==> src/rtl/pwm_pkg.sv <==
// Shared types and helpers for the PWM duty controller slice.
package pwm_pkg;

  typedef enum logic [1:0] {
    IDLE = 2'd0,
    RUN  = 2'd1,
    STOP = 2'd2
  } state_t;

  localparam int unsigned STEPS_DEF   = 8;
  localparam int unsigned DUTY_CALC_W = 16;

  // Limit a requested duty to the legal range 0..steps.
  function automatic logic [DUTY_CALC_W-1:0] clamp_duty(
    input logic [DUTY_CALC_W-1:0] duty,
    input logic [DUTY_CALC_W-1:0] steps
  );
    return (duty > steps) ? steps : duty;
  endfunction

endpackage

==> src/rtl/pwm_prescaler.sv <==
// Prescaler: divides clk into one-cycle ticks every PRESC cycles while enabled.
module pwm_prescaler
  import pwm_pkg::*;
#(
  parameter int unsigned PRESC   = 1000,
  parameter int unsigned PRESC_W = 10
) (
  input  logic clk,
  input  logic reset,
  input  logic en,
  input  logic clr,
  output logic tick_c
);

  localparam int unsigned   CW   = (PRESC_W < 1) ? 1 : PRESC_W;
  localparam logic [CW-1:0] LAST = CW'(PRESC - 1);

  logic [CW-1:0] cnt;

  // Count 0..PRESC-1 while enabled; held at zero when cleared.
  always_ff @(posedge clk) begin
    if (reset || clr) begin
      cnt <= '0;
    end else if (en) begin
      cnt <= (cnt == LAST) ? '0 : cnt + CW'(1);
    end
  end

  assign tick_c = en && !clr && (cnt == LAST);

endmodule

==> src/rtl/pwm_duty_controller.sv <==
// PWM duty controller: handshakes duty requests, applies them at period
// boundaries, runs the step counter and drives the registered PWM output.
// Optional build macro PWM_SOFTSTART_EN: duty_active ramps one step per
// update toward the requested value instead of jumping.
module pwm_duty_controller
  import pwm_pkg::*;
#(
  parameter int unsigned STEPS   = STEPS_DEF,
  parameter int unsigned DUTY_W  = 4,
  parameter int unsigned PRESC   = 1000,
  parameter int unsigned PRESC_W = 10
) (
  input  logic              clk,
  input  logic              reset,
  input  logic              enable,
  input  logic [DUTY_W-1:0] duty_in,
  input  logic              duty_valid,
  output logic              duty_ready,
  output logic [DUTY_W-1:0] duty_active,
  output logic              period_start,
  output logic              busy,
  output logic              pwm_out
);

  localparam int unsigned       STEP_W    = (STEPS > 1) ? $clog2(STEPS) : 1;
  localparam logic [STEP_W-1:0] STEP_LAST = STEP_W'(STEPS - 1);

  state_t            state;
  state_t            state_nxt;
  logic [STEP_W-1:0] step;
  logic [DUTY_W-1:0] pend_duty;
  logic [DUTY_W-1:0] duty_req_c;
  logic [DUTY_W-1:0] duty_nxt_c;
  logic              tick_c;
  logic              run_c;
  logic              boundary_c;
  logic              accept_c;
  logic              apply_c;
  logic              apply_done_c;

  assign run_c      = (state != IDLE);
  assign boundary_c = tick_c && (step == STEP_LAST);
  assign accept_c   = duty_valid && duty_ready;
  assign duty_req_c = DUTY_W'(clamp_duty(DUTY_CALC_W'(duty_in), DUTY_CALC_W'(STEPS)));

  pwm_prescaler #(
    .PRESC   (PRESC),
    .PRESC_W (PRESC_W)
  ) u_prescaler (
    .clk    (clk),
    .reset  (reset),
    .en     (run_c),
    .clr    (!run_c),
    .tick_c (tick_c)
  );

  // FSM state register.
  always_ff @(posedge clk) begin
    if (reset) begin
      state <= IDLE;
    end else begin
      state <= state_nxt;
    end
  end

  // FSM next state: STOP only retires to IDLE at a period boundary.
  always_comb begin
    state_nxt = state;
    case (state)
      IDLE:    if (enable) state_nxt = RUN;
      RUN:     if (!enable) state_nxt = STOP;
      STOP: begin
        if (enable) begin
          state_nxt = RUN;
        end else if (boundary_c) begin
          state_nxt = IDLE;
        end
      end
      default: state_nxt = IDLE;
    endcase
  end

  // Pending-duty update: immediately while idle, otherwise only at a boundary.
  always_comb begin
    duty_nxt_c   = duty_active;
    apply_done_c = 1'b0;
    apply_c      = !duty_ready && ((state == IDLE) || boundary_c);
`ifdef PWM_SOFTSTART_EN
    if (duty_active < pend_duty) begin
      duty_nxt_c = duty_active + DUTY_W'(1);
    end else if (duty_active > pend_duty) begin
      duty_nxt_c = duty_active - DUTY_W'(1);
    end
    apply_done_c = apply_c && (duty_nxt_c == pend_duty);
`else
    duty_nxt_c   = pend_duty;
    apply_done_c = apply_c;
`endif
  end

  // Step counter, handshake/pending registers and registered outputs.
  always_ff @(posedge clk) begin
    if (reset) begin
      step         <= '0;
      duty_active  <= '0;
      pend_duty    <= '0;
      duty_ready   <= 1'b1;
      period_start <= 1'b0;
      busy         <= 1'b0;
      pwm_out      <= 1'b0;
    end else begin
      busy         <= (state_nxt != IDLE);
      period_start <= ((state == IDLE) && (state_nxt == RUN)) ||
                      (boundary_c && (state_nxt != IDLE));
      pwm_out      <= run_c && (DUTY_W'(step) < duty_active);

      if (!run_c) begin
        step <= '0;
      end else if (tick_c) begin
        step <= (step == STEP_LAST) ? '0 : step + STEP_W'(1);
      end

      if (apply_c) begin
        duty_active <= duty_nxt_c;
      end

      // Accept and apply are exclusive: accept needs ready, apply needs a pending value.
      if (accept_c) begin
        pend_duty  <= duty_req_c;
        duty_ready <= 1'b0;
      end else if (apply_done_c) begin
        duty_ready <= 1'b1;
      end
    end
  end

endmodule

==> config.mk <==
export PLATFORM = sky130hd
export DESIGN_NAME = pwm_duty_controller
export DESIGN_NICKNAME = d
export VERILOG_FILES = /design/src/rtl/pwm_pkg.sv /design/src/rtl/pwm_prescaler.sv /design/src/rtl/pwm_duty_controller.sv
export SDC_FILE = /design/constraint.sdc
export NUM_CORES = 1
export LEC_CHECK = 0
export CAP_MARGIN = 30
export CELL_PAD_IN_SITES_DETAIL_PLACEMENT = 1
export CELL_PAD_IN_SITES_GLOBAL_PLACEMENT = 1
export CORE_MARGIN = 10
export CORE_UTILIZATION = 41
export CTS_CLUSTER_DIAMETER = 80
export CTS_CLUSTER_SIZE = 20
export DETAILED_ROUTE_END_ITERATION = 16
export PLACE_DENSITY_LB_ADDON = 0.15
export SLEW_MARGIN = 20
export SYNTH_ARGS = -nofsm -noshare
export SYNTH_HDL_FRONTEND = slang
export SYNTH_SLANG_ARGS = --single-unit
==> constraint.sdc <==
create_clock -name clk -period 2.24 [get_ports clk]
set_clock_uncertainty 0.15 [all_clocks]
set_input_delay 0.448 -clock clk [delete_from_list [all_inputs] [get_ports clk]]
set_output_delay 0.448 -clock clk [all_outputs]
set_load 0.005 [all_outputs]
==> results of run 1 <==
[layer usage]
| layer | wire, um | share of wire [%] | vias to the layer above |
|---|---|---|---|
| met2 | 1199 | 46 | 12 |
| met3 | 115 | 4.4 | 4 |
| met1 | 1280 | 49 | 420 |
| met5 | 0 | 0 | - |
| met4 | 35 | 1.3 | 0 |
| li1 | - | - | 482 |
[worst reg2reg max path: stages, from the launching register on]
cell and delay, ns:
dfxtp_1 0.41, ha_1 0.18, ha_1 0.20, inv_1 0.10
nor4_4 0.35, o21ba_1 0.34, mux2i_1 0.23
[registers in the layout, indices dropped and copies added, names as in the netlist]
register / cells
busy: 1
duty_active: 4
duty_nxt_c: 4
duty_ready: 1
period_start: 1
pwm_out: 1
state: 2
step: 3
u_prescaler.cnt: 10
[logic make-up after synthesis]
logic type	Yosys count	share of synthesized area, %
mux	6	4.844
xor+xnor	8	5.650
simple gates	56	25.93
compound gates	18	10.70
fa+ha+maj	5	5.045
buf+inv	11	4.239
flops	27	43.59
[synth_stat cells (all sizes together)]
library cell / n
nand4: 4
and3: 1
nor4: 1
o21bai: 1
nand2b: 10
clkbuf: 2
nand3b: 1
dfxtp: 27
nor3b: 3
nor2: 22
o2111a: 1
xnor2: 4
a21oi: 7
ha: 5
nor3: 1
nand3: 4
and2: 1
o2bb2ai: 1
a211oi: 1
or2: 3
buf: 2
mux2i: 6
xor2: 4
a21o: 1
inv: 7
a211o: 1
nor2b: 1
nand2: 4
o2111ai: 2
o41ai: 1
o21ba: 2
[worst min path at each step]
stage | endpoint | depth (start not counted)
2_1_floorplan | u_prescaler.cnt[0]$_SDFFE_PP0N_ | 1
3_3_place_gp | u_prescaler.cnt[0]$_SDFFE_PP0N_ | 1
3_5_place_dp | u_prescaler.cnt[0]$_SDFFE_PP0N_ | 1
4_1_cts | u_prescaler.cnt[0]$_SDFFE_PP0N_ | 1
5_1_grt | u_prescaler.cnt[0]$_SDFFE_PP0N_ | 1
6_report | u_prescaler.cnt[0]$_SDFFE_PP0N_ | 1
[per-stage QoR]
stage	area, sq um	hold slack (ns)	setup slack [ns]
2_1_floorplan	1240	0.2677	0.5747
3_3_place_gp	1418	0.2793	0.3246
3_5_place_dp	1418	0.2866	0.2354
4_1_cts	1445	0.3111	0.1770
5_1_grt	1445	0.3387	0.07395
6_report	1445	0.3066	0.2226
[power breakdown]
group	leakage [nW]	switching (mW)	internal, mW
Clock	0.0177	0.146	0.0671
Combinational	0.308	0.0320	0.0387
Sequential	0.219	0.00908	0.492
[cell type report]
type                       instances  share of cell area (%)
multi-input combinational         93                   44.76
inverter                           7                   1.818
tap                               31                   2.684
clock buffer                       3                   1.558
timing repair buffer              17                   11.43
sequential                        27                   37.40
clock inverter                     1                  0.3463
==> impl_metrics.ini, run 1 <==
[setup_path]
cp_cell_sequence = ha_1 -> ha_1 -> inv_1 -> nor4_4 -> o21ba_1 -> mux2i_1
start_kind = flip-flop
worst_path_max_delay_cell = dfxtp_1
worst-setup-path-type = flip-flop to flip-flop
crit_start = step[0]$_SDFFE_PP0P_
crit_path_max_incr_delay_ns = 0.41
rr_endpoint = duty_active[3]$_SDFFE_PP0P_
rrSetupSlack_ns = 0.22
reg2reg_from = step[0]$_SDFFE_PP0P_
cp.depth = 6
crit_path_frequent_cell = ha_1
crit_buf_inv = 1
crit_fanout = 5
cp_data_arrival_time_ns = 2.13
cpLargestDelayFamily = flip-flops
crit_path_end = duty_active[3]$_SDFFE_PP0P_
cp-end-kind = flip-flop
cp.required_ns = 2.35
reg2reg_depth = 6

[global_routing]
antenna_found_initial = 0
grt_pass1_vias = 955
grt_overflow = 0
grt_first_pass_wirelength_mm = 4.326
grtUsageMet2_pct = 15.71
grt_max_degree = 19
grt_most_used_layer = met2
met1_usage_pct = 12.32
grt.total_usage_pct = 9.946
met3_usage_pct = 3.154

[synth]
yosysWarnings = 0
synth-seq-cells = 27
synth_area_leaders = dfxtp_1, nor2_1, ha_1, nand2b_1, mux2i_1
yosys.area.top_type = dfxtp_1
avgSynthCellArea_sq_um = 9.465
yosysTopAreaCellShare_pct = 43.59
synthesis.area_sq_mm = 0.001240
synth_fp_nets = 144
ys_seq_area_share_pct = 43.59
yosysUniqueCellTypes = 34
syn_inst = 131

[pwr]
p_leak_nw = 0.5455
vdd_drop_max_mv = 0.3891
total_power_mw = 0.7847
power.density_mw_per_mm2 = 543.0

[clocking]
path_clk_slew_ns = 0.15
cts_sinks = 27
cts_max_level = 1
post_cts.repair.setup_buffers = 0
cts-root-buf = clkbuf_4
clk_latency_ns = 0.33
cts_inserted_buffers = 3
clk_path_buf_depth = 2
ctsResizeCount = 0
cts_tree = yes
ctsHoldBuffers = 0

[timing]
period_share_pct = 90.06
setup_viol = 0
hold_viol = 0
grt_setup_unrepaired = false
timing.final.crit_period_ns = 2.017
fmax_mhz = 495.7
slew-limit-headroom_pct = 76.52
setup_tns_ns = 0
tightestPinTransition_ns = 0.3519
slew_violations = 0

[drt]
viasPerCell = 5.128
vias = 918
wl_per_cell_um = 14.69
drt_iter0_markers = 25
antenna_left = 0
dr.pass1.iters = 4
drc_errors = 0
wl_mm = 2.630

[placed_design]
port_buffers = 15
dp_hpwl_mm = 2.011
place_inst = 175
gp_congestion = 0.6939

[die]
design.core.area_sq_mm = 0.002829
chipHeight_um = 75.00
fp.dieArea_sq_mm = 0.005624
boundaryPins = 16
fp-row-count = 19
initial_utilization_pct = 43.83
dieWidth_um = 75.00

[run]
max_cap_viol_count = 0

[cells_and_area]
layout_common_cells = dfxtp_1, nor2_1, clkdlybuf4s50_1, nand2b_1
layout_commonest_cell = dfxtp_1
fin_util_pct = 51.08
final_net_count = 162
instances_no_fill = 179
diodes = 0
syn_to_final_growth_pct = 16.55
multi_input_area_sq_um = 646.9
drive_above_1_share_pct = 6.757
nFillCells = 327
register_area_sq_um = 540.5

[worst_hold_path]
min_path_type = flip-flop to flip-flop
min_from = u_prescaler.cnt[0]$_SDFFE_PP0N_

[run_status]
outcome = complete, no violations
Power figures use the tool's default switching activity.
==> run 2, diff against run 1 <==
--- a/config.mk
+++ b/config.mk
@@ -5,7 +5,6 @@
 export SDC_FILE = /design/constraint.sdc
 export NUM_CORES = 1
 export LEC_CHECK = 0
-export CAP_MARGIN = 30
 export CELL_PAD_IN_SITES_DETAIL_PLACEMENT = 1
 export CELL_PAD_IN_SITES_GLOBAL_PLACEMENT = 1
 export CORE_MARGIN = 10
==> constraint.sdc (replaced) <==
create_clock -name clk -period 2.24 [get_ports clk]
set_clock_uncertainty 0.15 [all_clocks]
set_input_delay 0.336 -clock clk [delete_from_list [all_inputs] [get_ports clk]]
set_output_delay 0.336 -clock clk [all_outputs]
set_load 0.005 [all_outputs]
==> run 2 against run 1 <==
- register-to-register slack better by 0.07 ns
- cell area hardly changed
- core utilization hardly changed
- clock-buffer cell count is 1 higher
- sequential cell count stayed put
- non-clock buffer count stayed put
- via count is 2.8% higher
- setup slack better by 0.068 ns
==> impl_metrics.ini, run 2 (synthesized netlist as in run 1, its figures left out) <==
[timing]
period_share_pct = 87.01
tightestPinTransition_ns = 0.4212
slew_violations = 0
timing.final.crit_period_ns = 1.949
final.setup.worst_slack_ns = 0.2911
setup_viol = 0
grt_setup_unrepaired = false
slew-limit-headroom_pct = 71.89
fmax_mhz = 513.1
hold_viol = 0
setup_tns_ns = 0

[clocking]
cts_max_level = 1
clk_latency_ns = 0.32
ctsResizeCount = 0
path_clk_slew_ns = 0.14
post_cts.repair.setup_buffers = 0
cts_sinks = 27
ctsHoldBuffers = 0
cts_inserted_buffers = 3
cts-root-buf = clkbuf_4
clk_path_buf_depth = 2
cts_tree = yes

[drt]
viasPerCell = 5.274
wl_mm = 2.791
dr.pass1.iters = 3
drc_errors = 0
vias = 944
wl_per_cell_um = 15.59
antenna_left = 0
drt_iter0_markers = 28

[setup_path]
reg2reg_from = step[1]$_SDFFE_PP0P_
crit_path_frequent_cell = ha_1
cp_data_arrival_time_ns = 2.06
start_kind = flip-flop
cp.required_ns = 2.36
cp_cell_sequence = ha_1 -> ha_1 -> inv_1 -> nor4_4 -> o21ba_1 -> mux2i_1
worst-setup-path-type = flip-flop to flip-flop
crit_fanout = 5
crit_path_max_incr_delay_ns = 0.40
cpLargestDelayFamily = flip-flops
reg2reg_depth = 6
worst_path_max_delay_cell = dfxtp_1
cp-end-kind = flip-flop
rr_endpoint = duty_active[1]$_SDFFE_PP0P_
rrSetupSlack_ns = 0.29
crit_buf_inv = 1

[die]
chipHeight_um = 75.00
dieWidth_um = 75.00
design.core.area_sq_mm = 0.002829
boundaryPins = 16
initial_utilization_pct = 43.83
fp.dieArea_sq_mm = 0.005624
fp-row-count = 19

[pwr]
p_sw_mw = 0.1843
clockPowerShare_pct = 27.0
p_leak_nw = 0.5428
vdd_drop_max_mv = 0.3385
seq_power_share_pct = 63.9
switching_share_pct = 23.48
p_int_mw = 0.6004
power.density_mw_per_mm2 = 543.5
combPwrFrac_pct = 9.0

[cells_and_area]
multi_input_area_sq_um = 646.9
instances_no_fill = 179
largest_reg_flops = 10
regMostFlops = u_prescaler.cnt
drive_above_1_share_pct = 6.081
fin_area_sq_mm = 0.001444
layout_commonest_cell = dfxtp_1
syn_to_final_growth_pct = 16.45
diodes = 0
nFillCells = 341
final_net_count = 162
layout_common_cells = dfxtp_1, nor2_1, clkdlybuf4s50_1, nand2b_1
register_area_sq_um = 540.5

[global_routing]
grt_overflow = 0
grt_pass1_vias = 1007
grt_max_degree = 19
grt_first_pass_wirelength_mm = 4.733
grt.total_usage_pct = 11.12
antenna_found_initial = 0

[placed_design]
place_inst = 175
place_ws_ns = 0.3184
port_buffers = 15
placed_area_sq_mm = 0.001418
gp_congestion = 0.7204
dp_hpwl_mm = 2.194

[worst_hold_path]
holdPathStages = 1
min_path_type = flip-flop to flip-flop
min_from = u_prescaler.cnt[0]$_SDFFE_PP0N_
hold_end = u_prescaler.cnt[0]$_SDFFE_PP0N_

[run]
max_cap_viol_count = 0

[run_status]
outcome = complete, no violations
-- run 2: cell types whose count changed in the layout (fill, tap and decap cells not counted) --
| cell | before | now |
|---|---|---|
| clkbuf_1 | 0 | 1 |
| clkinv_2 | 1 | 0 |
-- run 2: layer usage --
metal	GRT usage (%)	part of all wire, %	wire length (um)
met1	13.59	47	1322
met3	3.417	4.3	119
met4	5.252	0.82	23
met2	17.43	48	1326
met5	0	0	0
-- run 2: worst reg2reg max path: stages, from the launching register on --
cell and delay, ns:
dfxtp_1 0.40, ha_1 0.17, ha_1 0.21, inv_1 0.11
nor4_4 0.33, o21ba_1 0.31, mux2i_1 0.22
-- run 2: how the worst max path moves through the flow --
stage                                     from                           to  cells past startpoint  slack, ns
after floorplan           step[0]$_SDFFE_PP0P_  duty_active[0]$_SDFFE_PP0P_                      7       0.57
after global placement    step[1]$_SDFFE_PP0P_  duty_active[0]$_SDFFE_PP0P_                      6       0.40
after detailed placement  step[1]$_SDFFE_PP0P_  duty_active[1]$_SDFFE_PP0P_                      6       0.32
after CTS                 step[1]$_SDFFE_PP0P_  duty_active[1]$_SDFFE_PP0P_                      6       0.26
after global routing      step[1]$_SDFFE_PP0P_  duty_active[1]$_SDFFE_PP0P_                      6       0.09
final                     step[1]$_SDFFE_PP0P_  duty_active[1]$_SDFFE_PP0P_                      6       0.29
-- run 2: area by class of cell --
type                    count  share of cell area [%]
flip-flops and latches     27                   37.44
well taps                  31                   2.686
multi-input cells          93                   44.80
clock buffers               4                   1.820
inverters                   7                   1.820
repair buffers             17                   11.44
-- run 2: power by group through the flow --
stage	clock network, mW	logic [mW]	registers [mW]
6_report	0.212	0.0709	0.502
5_1_grt	0.243	0.0792	0.504
4_1_cts	0.223	0.0721	0.502
3_5_place_dp	0	0.0716	0.512
3_3_place_gp	0	0.0693	0.511
2_1_floorplan	0	0.0411	0.510
-- run 2: metrics by stage --
step / hold WS, ns / power (mW) / util (%)
finish: 0.3121 / 0.7847 / 51.04
global route: 0.3462 / 0.8267 / 51.04
CTS: 0.3239 / 0.7965 / 51.04
detailed placement: 0.3035 / 0.5839 / 50.11
global placement: 0.2856 / 0.5806 / 50.11
floorplan: 0.2677 / 0.5514 / -
==> run 3, diff against run 2 <==
==> constraint.sdc (replaced) <==
create_clock -name clk -period 1.9 [get_ports clk]
set_clock_uncertainty 0.15 [all_clocks]
set_input_delay 0.285 -clock clk [delete_from_list [all_inputs] [get_ports clk]]
set_output_delay 0.285 -clock clk [all_outputs]
set_load 0.005 [all_outputs]
==> run 3 against run 2 <==
- non-clock buffer count up 4
- critical endpoint is now duty_active[0]$_SDFFE_PP0P_
- register-to-register slack worse by 0.15 ns
- routed wire length down 1.7%
- sequential power up 18%
- sequential share of layout area down 0.95 points
- final cell count up 2.2%
- largest power group unchanged
- critical path type unchanged
- setup slack worse by 0.15 ns
- combinational power up 24%
==> impl_metrics.ini, run 3 (synthesized netlist as in run 1, its figures left out) <==
[run_status]
outcome = complete, no violations

[timing]
grt_setup_unrepaired = false
final.setup.worst_slack_ns = 0.1456
timing.final.crit_period_ns = 1.754
setup_tns_ns = 0
slew_violations = 0
hold_viol = 0
slew-limit-headroom_pct = 74.60
fmax_mhz = 570.0
setup_viol = 0
period_share_pct = 92.34
tightestPinTransition_ns = 0.3806

[drt]
antenna_left = 0
wl_mm = 2.743
drt_iter0_markers = 29
dr.pass1.iters = 3
vias = 957
drc_errors = 0
viasPerCell = 5.230
wl_per_cell_um = 14.99

[placed_design]
gp_congestion = 0.7300
port_buffers = 15
place_ws_ns = 0.02625
dp_hpwl_mm = 2.138

[die]
fp.dieArea_sq_mm = 0.005624
dieWidth_um = 75.00
design.core.area_sq_mm = 0.002829
chipHeight_um = 75.00
initial_utilization_pct = 43.83
boundaryPins = 16
fp-row-count = 19

[cells_and_area]
register_area_sq_um = 540.5
largest_reg_flops = 10
drive_above_1_share_pct = 9.868
layout_commonest_cell = dfxtp_1
diodes = 0
nFillCells = 335
regMostFlops = u_prescaler.cnt
multi_input_area_sq_um = 653.1
syn_to_final_growth_pct = 19.48
final_net_count = 166
layout_common_cells = dfxtp_1, nor2_1, clkdlybuf4s50_1, nand2b_1

[global_routing]
grt_max_degree = 19
grt_most_used_layer = met2
grt_first_pass_wirelength_mm = 4.533
met1_usage_pct = 13.31
grt.total_usage_pct = 10.46
met3_usage_pct = 2.497
grt_pass1_vias = 946
grtUsageMet2_pct = 16.38
antenna_found_initial = 0
grt_overflow = 0

[worst_hold_path]
min_path_type = flip-flop to flip-flop

[clocking]
cts_inserted_buffers = 3
path_clk_slew_ns = 0.15
cts_max_level = 1
clk_path_buf_depth = 2
cts-root-buf = clkbuf_4
cts_sinks = 27
clk_latency_ns = 0.33
cts_tree = yes

[setup_path]
worst_path_max_delay_cell = dfxtp_1
cp_data_arrival_time_ns = 1.87
cp_cell_sequence = ha_1 -> ha_1 -> inv_1 -> nor4_4 -> o21ba_4 -> mux2i_1
crit_fanout = 5
cp.required_ns = 2.02
start_kind = flip-flop
worst-setup-path-type = flip-flop to flip-flop
crit_path_max_incr_delay_ns = 0.40
cp-end-kind = flip-flop
crit_path_frequent_cell = ha_1

[run]
max_cap_viol_count = 0

[pwr]
clockPowerShare_pct = 27.1
p_sw_mw = 0.2235
vdd_drop_max_mv = 0.2699
combPwrFrac_pct = 9.4
switching_share_pct = 23.99
p_leak_nw = 0.5621
p_int_mw = 0.7082
seq_power_share_pct = 63.4
total_power_mw = 0.9317
power.density_mw_per_mm2 = 628.9
==> run 3: cell count changes in the layout (fill, tap and decap cells not counted) <==
cell,before,now
buf_4,2,6
clkinv_2,0,1
o21ba_4,0,1
o21ba_1,2,1
clkbuf_1,1,0
==> run 3: power by group through the flow <==
stage          clock network [mW]  logic (mW)  registers (mW)
2_1_floorplan                   0      0.0485           0.602
5_1_grt                     0.286      0.0964           0.594
6_report                    0.253      0.0878           0.591
3_3_place_gp                    0      0.0840           0.603
3_5_place_dp                    0      0.0858           0.603
4_1_cts                     0.263      0.0870           0.591
==> run 3: worst paths after layout <==
path                              startpoint                          end  slack, ns  cells after the start
hold reg to reg   duty_nxt_c[3]$_SDFFE_PP0P_   duty_nxt_c[3]$_SDFFE_PP0P_       0.32                      2
setup reg to reg        step[1]$_SDFFE_PP0P_  duty_active[0]$_SDFFE_PP0P_       0.15                      6
setup / recovery        step[1]$_SDFFE_PP0P_  duty_active[0]$_SDFFE_PP0P_       0.15                      6
hold / removal    duty_nxt_c[3]$_SDFFE_PP0P_   duty_nxt_c[3]$_SDFFE_PP0P_       0.32                      2
==> run 3: cell type report <==
type | instances | share of cell area (%)
timing repair buffer | 21 | 13.18
multi-input combinational | 93 | 44.09
sequential | 27 | 36.49
inverter | 7 | 1.774
clock inverter | 1 | 0.3378
clock buffer | 3 | 1.520
tap | 31 | 2.618
==> run 3: timing repair <==
| item | CTS | global route |
|---|---|---|
| hold buffers | 0 | 0 |
| gates cloned | 0 | 0 |
| setup buffers | 0 | 1 |
| resized for setup | 1 | 1 |
| pin swaps | 0 | 1 |
| setup endpoints to repair | 4 | 4 |
==> run 3: critical path: cells and delay by family, from the launching register on <==
kind / cells / cell delay (ns)
AO/OA/AOI/OAI: 1 / 0.22
adder cells (fa/ha/maj): 2 / 0.32
buffers and inverters: 1 / 0.09
flip-flops: 1 / 0.40
multiplexers: 1 / 0.20
AND/OR/NAND/NOR: 1 / 0.30
==> run 3: layer usage <==
metal / share of wire, % / vias to the layer above
met5: 0 / -
met4: 1.6 / 0
met3: 3.2 / 5
met2: 46 / 12
met1: 49 / 447
li1: - / 493
==> run 3: metrics by stage <==
| stage | std cells | cell area (sq um) | hold WS [ns] | utilization (%) |
|---|---|---|---|---|
| after CTS | 182 | 1468 | 0.3222 | 51.88 |
| after global routing | 183 | 1481 | 0.3423 | 52.37 |
| after global placement | 178 | 1440 | 0.2807 | 50.91 |
| final | 183 | 1481 | 0.3206 | 52.37 |
| after floorplan | 131 | 1240 | 0.2677 | - |
| after detailed placement | 178 | 1440 | 0.3016 | 50.91 |
